### src/rtl/seg7_pkg.sv
// Shared segment-pattern constants, packer state encoding and default digit
// count. Also used by the octal-to-7-segment encoder.
package seg7_pkg;

    localparam int NDIG_DEFAULT = 5;

    // Active-low patterns, bit order gfedcba (bit 6 = g).
    localparam logic [6:0] SEG_0 = 7'b1000000;
    localparam logic [6:0] SEG_1 = 7'b1111001;
    localparam logic [6:0] SEG_2 = 7'b0100100;
    localparam logic [6:0] SEG_3 = 7'b0110000;
    localparam logic [6:0] SEG_4 = 7'b0011001;
    localparam logic [6:0] SEG_5 = 7'b0010010;
    localparam logic [6:0] SEG_6 = 7'b0000010;
    localparam logic [6:0] SEG_7 = 7'b1111000;

    typedef enum logic [0:0] {
        ST_COLLECT = 1'b0,
        ST_FULL    = 1'b1
    } pack_state_t;

    // Encoder direction: octal digit to segment pattern.
    function automatic logic [6:0] oct_to_seg(input logic [2:0] digit);
        logic [6:0] seg;
        case (digit)
            3'd0:    seg = SEG_0;
            3'd1:    seg = SEG_1;
            3'd2:    seg = SEG_2;
            3'd3:    seg = SEG_3;
            3'd4:    seg = SEG_4;
            3'd5:    seg = SEG_5;
            3'd6:    seg = SEG_6;
            3'd7:    seg = SEG_7;
            default: seg = SEG_0;
        endcase
        return seg;
    endfunction

endpackage

### src/rtl/seg7_oct_packer_if.sv
// Segment-in / packed-word-out handshake bundle for seg7_oct_packer.
interface seg7_oct_packer_if #(
    parameter int NDIG = 5
);
    logic [6:0]        seg_i;
    logic              seg_valid_i;
    logic              seg_ready_o;
    logic [3*NDIG-1:0] word_o;
    logic              word_valid_o;
    logic              word_ready_i;
    logic              err_o;
    logic [7:0]        err_cnt_o;

    // Producer/consumer side (testbench or upstream logic).
    modport master (
        output seg_i, seg_valid_i, word_ready_i,
        input  seg_ready_o, word_o, word_valid_o, err_o, err_cnt_o
    );

    // Packer side.
    modport slave (
        input  seg_i, seg_valid_i, word_ready_i,
        output seg_ready_o, word_o, word_valid_o, err_o, err_cnt_o
    );
endinterface

### src/rtl/seg7_to_oct.sv
// Combinational decode of an active-low 7-segment pattern to an octal digit.
// Only the eight canonical patterns are legal; anything else flags illegal.
module seg7_to_oct
    import seg7_pkg::*;
(
    input  logic [6:0] seg_i,
    output logic [2:0] digit_o,
    output logic       legal_o
);

    // Exact-match lookup of the eight digit patterns.
    always_comb begin
        digit_o = 3'd0;
        legal_o = 1'b1;
        case (seg_i)
            SEG_0:   digit_o = 3'd0;
            SEG_1:   digit_o = 3'd1;
            SEG_2:   digit_o = 3'd2;
            SEG_3:   digit_o = 3'd3;
            SEG_4:   digit_o = 3'd4;
            SEG_5:   digit_o = 3'd5;
            SEG_6:   digit_o = 3'd6;
            SEG_7:   digit_o = 3'd7;
            default: begin
                digit_o = 3'd0;
                legal_o = 1'b0;
            end
        endcase
    end

endmodule

### src/rtl/seg7_oct_packer.sv
// Packs NDIG decoded octal digits into one word, first digit in the MS bits.
// Illegal patterns drop the partial word, pulse err_o and bump a saturating
// error counter. Outputs come straight from registers.
module seg7_oct_packer
    import seg7_pkg::*;
#(
    parameter int NDIG = NDIG_DEFAULT
) (
    input  logic               clk_i,
    input  logic               rst_i,
    seg7_oct_packer_if.slave   bus
);

    localparam int W     = 3 * NDIG;
    localparam int CNT_W = $clog2(NDIG + 1);

    pack_state_t      r_state;
    logic [W-1:0]     r_acc;
    logic [CNT_W-1:0] r_cnt;
    logic             r_err;
    logic [7:0]       r_err_cnt;

    pack_state_t      w_state_nxt;
    logic [W-1:0]     w_acc_nxt;
    logic [CNT_W-1:0] w_cnt_nxt;
    logic             w_err_nxt;
    logic [7:0]       w_err_cnt_nxt;

    logic [2:0]       w_digit;
    logic             w_legal;
    logic [CNT_W-1:0] w_cnt_inc;
    logic [W-1:0]     w_acc_shift;

    seg7_to_oct u_dec (
        .seg_i   (bus.seg_i),
        .digit_o (w_digit),
        .legal_o (w_legal)
    );

    assign w_cnt_inc   = r_cnt + CNT_W'(1);
    assign w_acc_shift = (r_acc << 2'd3) | W'(w_digit);

    // Next-state, accumulator, digit count and error bookkeeping.
    always_comb begin
        w_state_nxt   = r_state;
        w_acc_nxt     = r_acc;
        w_cnt_nxt     = r_cnt;
        w_err_nxt     = 1'b0;
        w_err_cnt_nxt = r_err_cnt;
        case (r_state)
            ST_COLLECT: begin
                if (bus.seg_valid_i) begin
                    if (w_legal) begin
                        w_acc_nxt = w_acc_shift;
                        w_cnt_nxt = w_cnt_inc;
                        if (w_cnt_inc == CNT_W'(NDIG)) begin
                            w_state_nxt = ST_FULL;
                        end else begin
                            w_state_nxt = ST_COLLECT;
                        end
                    end else begin
                        // Partial word is dropped on a bad pattern.
                        w_acc_nxt = '0;
                        w_cnt_nxt = '0;
                        w_err_nxt = 1'b1;
                        if (r_err_cnt != 8'hFF) begin
                            w_err_cnt_nxt = r_err_cnt + 8'd1;
                        end else begin
                            w_err_cnt_nxt = r_err_cnt;
                        end
                    end
                end else begin
                    w_state_nxt = ST_COLLECT;
                end
            end
            ST_FULL: begin
                // Inputs are ignored here; word held until consumed.
                if (bus.word_ready_i) begin
                    w_state_nxt = ST_COLLECT;
                    w_acc_nxt   = '0;
                    w_cnt_nxt   = '0;
                end else begin
                    w_state_nxt = ST_FULL;
                end
            end
            default: begin
                w_state_nxt = ST_COLLECT;
                w_acc_nxt   = '0;
                w_cnt_nxt   = '0;
            end
        endcase
    end

    // State and datapath registers with synchronous reset.
    always_ff @(posedge clk_i) begin
        if (rst_i) begin
            r_state   <= ST_COLLECT;
            r_acc     <= '0;
            r_cnt     <= '0;
            r_err     <= 1'b0;
            r_err_cnt <= 8'd0;
        end else begin
            r_state   <= w_state_nxt;
            r_acc     <= w_acc_nxt;
            r_cnt     <= w_cnt_nxt;
            r_err     <= w_err_nxt;
            r_err_cnt <= w_err_cnt_nxt;
        end
    end

    assign bus.seg_ready_o  = (r_state == ST_COLLECT);
    assign bus.word_valid_o = (r_state == ST_FULL);
    assign bus.word_o       = r_acc;
    assign bus.err_o        = r_err;
    assign bus.err_cnt_o    = r_err_cnt;

endmodule

### src/flat_wrapper.sv
// flat-port wrapper written by rule: the top's interface ports become plain ports
module seg7_oct_packer_flat import seg7_pkg::*;
#(
    parameter int NDIG = NDIG_DEFAULT
)
  (clk_i, rst_i, bus_seg_i, bus_seg_valid_i, bus_word_ready_i, bus_seg_ready_o, bus_word_o, bus_word_valid_o, bus_err_o, bus_err_cnt_o);
  seg7_oct_packer_if #(.NDIG(NDIG)) bus_i ();
  input  logic clk_i;
  input  logic rst_i;
  input wire logic [$bits(bus_i.seg_i)-1:0] bus_seg_i;
  input wire logic [$bits(bus_i.seg_valid_i)-1:0] bus_seg_valid_i;
  input wire logic [$bits(bus_i.word_ready_i)-1:0] bus_word_ready_i;
  output wire logic [$bits(bus_i.seg_ready_o)-1:0] bus_seg_ready_o;
  output wire logic [$bits(bus_i.word_o)-1:0] bus_word_o;
  output wire logic [$bits(bus_i.word_valid_o)-1:0] bus_word_valid_o;
  output wire logic [$bits(bus_i.err_o)-1:0] bus_err_o;
  output wire logic [$bits(bus_i.err_cnt_o)-1:0] bus_err_cnt_o;
  assign bus_i.seg_i = bus_seg_i;
  assign bus_i.seg_valid_i = bus_seg_valid_i;
  assign bus_i.word_ready_i = bus_word_ready_i;
  assign bus_seg_ready_o = bus_i.seg_ready_o;
  assign bus_word_o = bus_i.word_o;
  assign bus_word_valid_o = bus_i.word_valid_o;
  assign bus_err_o = bus_i.err_o;
  assign bus_err_cnt_o = bus_i.err_cnt_o;
  seg7_oct_packer #(.NDIG(NDIG)) u_core (.clk_i(clk_i), .rst_i(rst_i), .bus(bus_i));
endmodule
### config.mk
export PLATFORM = sky130hd
export DESIGN_NAME = seg7_oct_packer_flat
export DESIGN_NICKNAME = d
export VERILOG_FILES = /design/src/rtl/seg7_pkg.sv /design/src/rtl/seg7_oct_packer_if.sv /design/src/rtl/seg7_to_oct.sv /design/src/rtl/seg7_oct_packer.sv /design/src/flat_wrapper.sv
export SDC_FILE = /design/constraint.sdc
export NUM_CORES = 1
export LEC_CHECK = 0
export ABC_AREA = 1
export BUFFER_PORTS_ARGS = -buffer_cell sky130_fd_sc_hd__buf_2
export CORE_AREA = 3 3 62 64
export CTS_CLUSTER_DIAMETER = 60
export DETAILED_ROUTE_END_ITERATION = 8
export DIE_AREA = 0 0 65 67
export HOLD_SLACK_MARGIN = 0.05
export PLACE_DENSITY = 0.79
export SKIP_CTS_REPAIR_TIMING = 1
export SYNTH_ARGS = -nofsm -noshare
export SYNTH_HDL_FRONTEND = slang
export SYNTH_SLANG_ARGS = --single-unit
### constraint.sdc
create_clock -name clk_i -period 1.46 [get_ports clk_i]
set_clock_uncertainty 0.1 [all_clocks]
set_input_delay 0.073 -clock clk_i [delete_from_list [all_inputs] [get_ports clk_i]]
set_output_delay 0.073 -clock clk_i [all_outputs]
set_load 0.03 [all_outputs]
==> impl_metrics.tcl <==
set metrics [dict create \
    status "finished with violations" \
    violations "setup timing" \
    fin_util_pct 61.2 \
    yosys.area.top_type "dfxtp_1" \
    drt-initial-drc-count 142 \
    synth_ff_type "dfxtp_1" \
    grt_usage_pct 18.1 \
    p_leak_nw 0.955 \
    core-area_um2 3340 \
    syn_inst 244 \
    period_needed_ps 1470 \
    p_total_mw 1.54 \
    vias 1664 \
    wl_um 3750 \
    mostFrequentLayoutCell "nand2_1" \
    worst_path_largest_cell_delay_ps 390 \
    cts_buffers 3 \
    cp-end-kind "flip-flop" \
    syn_to_final_growth_pct 27.2 \
    grt_antenna_before_repair 0 \
    start_util_pct 48.1 \
    yosysWarnings 0 \
    drt.antenna.violating_nets 0 \
    layout_common_cells "nand2_1, nor2_1, buf_2" \
    num_rows 21 \
    final_max_slew_viol_count 0 \
    cts_buffer_depth 2 \
    synthTopCellsByArea "dfxtp_1, nand2_1, nor2_1" \
    antennaDiodeCount 0 \
    synth_top_area_share_pct 34.9 \
    seq_area_frac_synth_pct 34.9 \
    startpoint_type "flip-flop" \
    avgViaCountPerCell 4.97 \
    clk_pin_slew_worst_paths_ps 160 \
    clock-root-buffer "clkbuf_4" \
    htree_levels 1 \
    wire_per_inst_um 11.2 \
    finish.net_count 304 \
    die_x_um 65 \
    post-place-ws_ps -25.9 \
    grt_pass1_wl_um 6350 \
    synthArstFlopShare_pct 0 \
    pwr-share-comb_pct 18.5 \
    cts_sinks 28 \
    final_cell_area_um2 2040 \
    clock.fmax_ghz 0.679 \
    grt_overflow 0 \
    critPathSlowestCell "dfxtp_4" \
    power.density_nw_per_um2 755 \
    numPortBuffers 36 \
    place_congestion 0.929 \
    rsz0062_at_grt "yes" \
    cp_top_family "flip-flops" \
    hold_violations 0 \
    sw_frac_of_total_pct 29.2 \
    cts_tree "built" \
    die-area_um2 4360 \
    maxCapViolCount 0 \
    critical_path_arrival_ps 1630 \
    mappedNetlistArea_um2 1610 \
    hpwl_um 2740 \
    avgSynthCellArea_um2 6.58 \
    hp-class "input pin to flip-flop" \
    whs_ps 85.7 \
    critPathRequiredTime_ps 1620 \
    fin_crit_sh_pct 101 \
    dp.cells 328 \
    crit_fanout 5 \
    seq_power_share_pct 52.5 \
    slew_headroom_pct 80.5 \
    clk_latency_ps 330 \
    internal-power_mw 1.09 \
    synth_seq_cells 28 \
    synth_edf_count 0 \
    stdcell_count 335 \
    die_y_um 67 \
    ys_types 30 \
    drc_errors 0 \
    p_switching_mw 0.450 \
    grt_pass1_vias 1479 \
    worst_pin_slew_ps 290 \
    vdd_drop_max_v 0.000328 \
    syn-num-nets 258 \
    grt_max_degree 20 \
    setup_viol 1 \
    place_area_um2 1930 \
    worstPathCellList "ha_4 -> nand2_4 -> nor2_2 -> a31oi_4 -> buf_6 -> nand4_1 -> nand2_1 -> nor2_1" \
    pwr-share-clk_pct 29.0 \
    pin_count 37 \
    drive_above_1_share_pct 30.1 \
    setup_tns_ps -13.7 \
    setup_ws_ps -13.7 \
    dr.pass1.iters 4 \
    crit_buf_inv 1 \
    path_class "flip-flop to flip-flop" \
]
==> synth_stat cells, drive strengths merged, types with 3 or more instances <==
master	instances
ha	3
dfxtp	28
nand2	64
inv	22
nand3	23
buf	5
nor3	3
xor2	3
nor2	53
nand4	8
a21oi	20
==> state kept, by name, summed over array words and instances, names as in the netlist <==
signal                   flops
u_core.bus.err_cnt_o         8
u_core.bus.err_o             1
u_core.bus.word_o           15
u_core.bus.word_valid_o      1
u_core.r_cnt                 3
==> metal layers <==
| layer | GRT usage, % | wire (um) | part of all wire [%] | up-vias |
|---|---|---|---|---|
| li1 | - | - | - | 871 |
| met1 | 23.7 | 1690 | 45 | 751 |
| met2 | 30.1 | 1830 | 49 | 38 |
| met3 | 2.19 | 182 | 4.9 | 4 |
| met4 | 7.39 | 48 | 1.3 | 0 |
| met5 | 0 | 0 | 0 | - |
==> area by class of cell <==
class,instances,area (um2)
clock buffers,4,47.5
fillers,311,1290
inverters,24,95.1
multi-input cells,185,987
flip-flops and latches,28,577
well taps,46,57.6
repair buffers,48,279
==> power groups by stage <==
stage	combinational (mW)	clock [mW]	sequential, mW
floorplan	0.154	0	0.865
global placement	0.270	0	0.824
detailed placement	0.274	0	0.825
CTS	0.275	0.456	0.808
global route	0.316	0.487	0.814
finish	0.285	0.448	0.810
==> worst register-to-register path, delay by kind of cell (launching register included) <==
kind,cells,cell delay (ps)
adder cells (fa/ha/maj),1,170
AO/OA/AOI/OAI,1,210
flip-flops,1,390
AND/OR/NAND/NOR,5,380
buffers and inverters,1,140
==> cell families (layout without fill, tap and decap cells) <==
group / Yosys count / after routing / synth area share, %
and+or+nand+nor: 152 / 152 / 43.3
buffers and inverters: 31 / 76 / 8.33
DFF: 28 / 28 / 34.9
AOI/OAI and AO/OA: 25 / 25 / 8.41
xor gates and xnor gates: 5 / 5 / 2.73
adders and majority gates: 3 / 3 / 2.34
==> final timing paths <==
kind | startpoint | endpoint | slack [ps] | cells past startpoint
worst max-delay path | u_core.bus.err_cnt_o[1]$_SDFFE_PP0P_ | u_core.bus.err_cnt_o[1]$_SDFFE_PP0P_ | -10 | 8
worst min-delay path | bus_seg_valid_i | u_core.r_cnt[2]$_SDFFE_PP0P_ | 90 | 4
worst max register to register | u_core.bus.err_cnt_o[1]$_SDFFE_PP0P_ | u_core.bus.err_cnt_o[1]$_SDFFE_PP0P_ | -10 | 8
worst min register to register | u_core.bus.word_o[13]$_SDFFE_PP0P_ | u_core.bus.word_o[13]$_SDFFE_PP0P_ | 370 | 2
(Power assumes the default switching activity.)
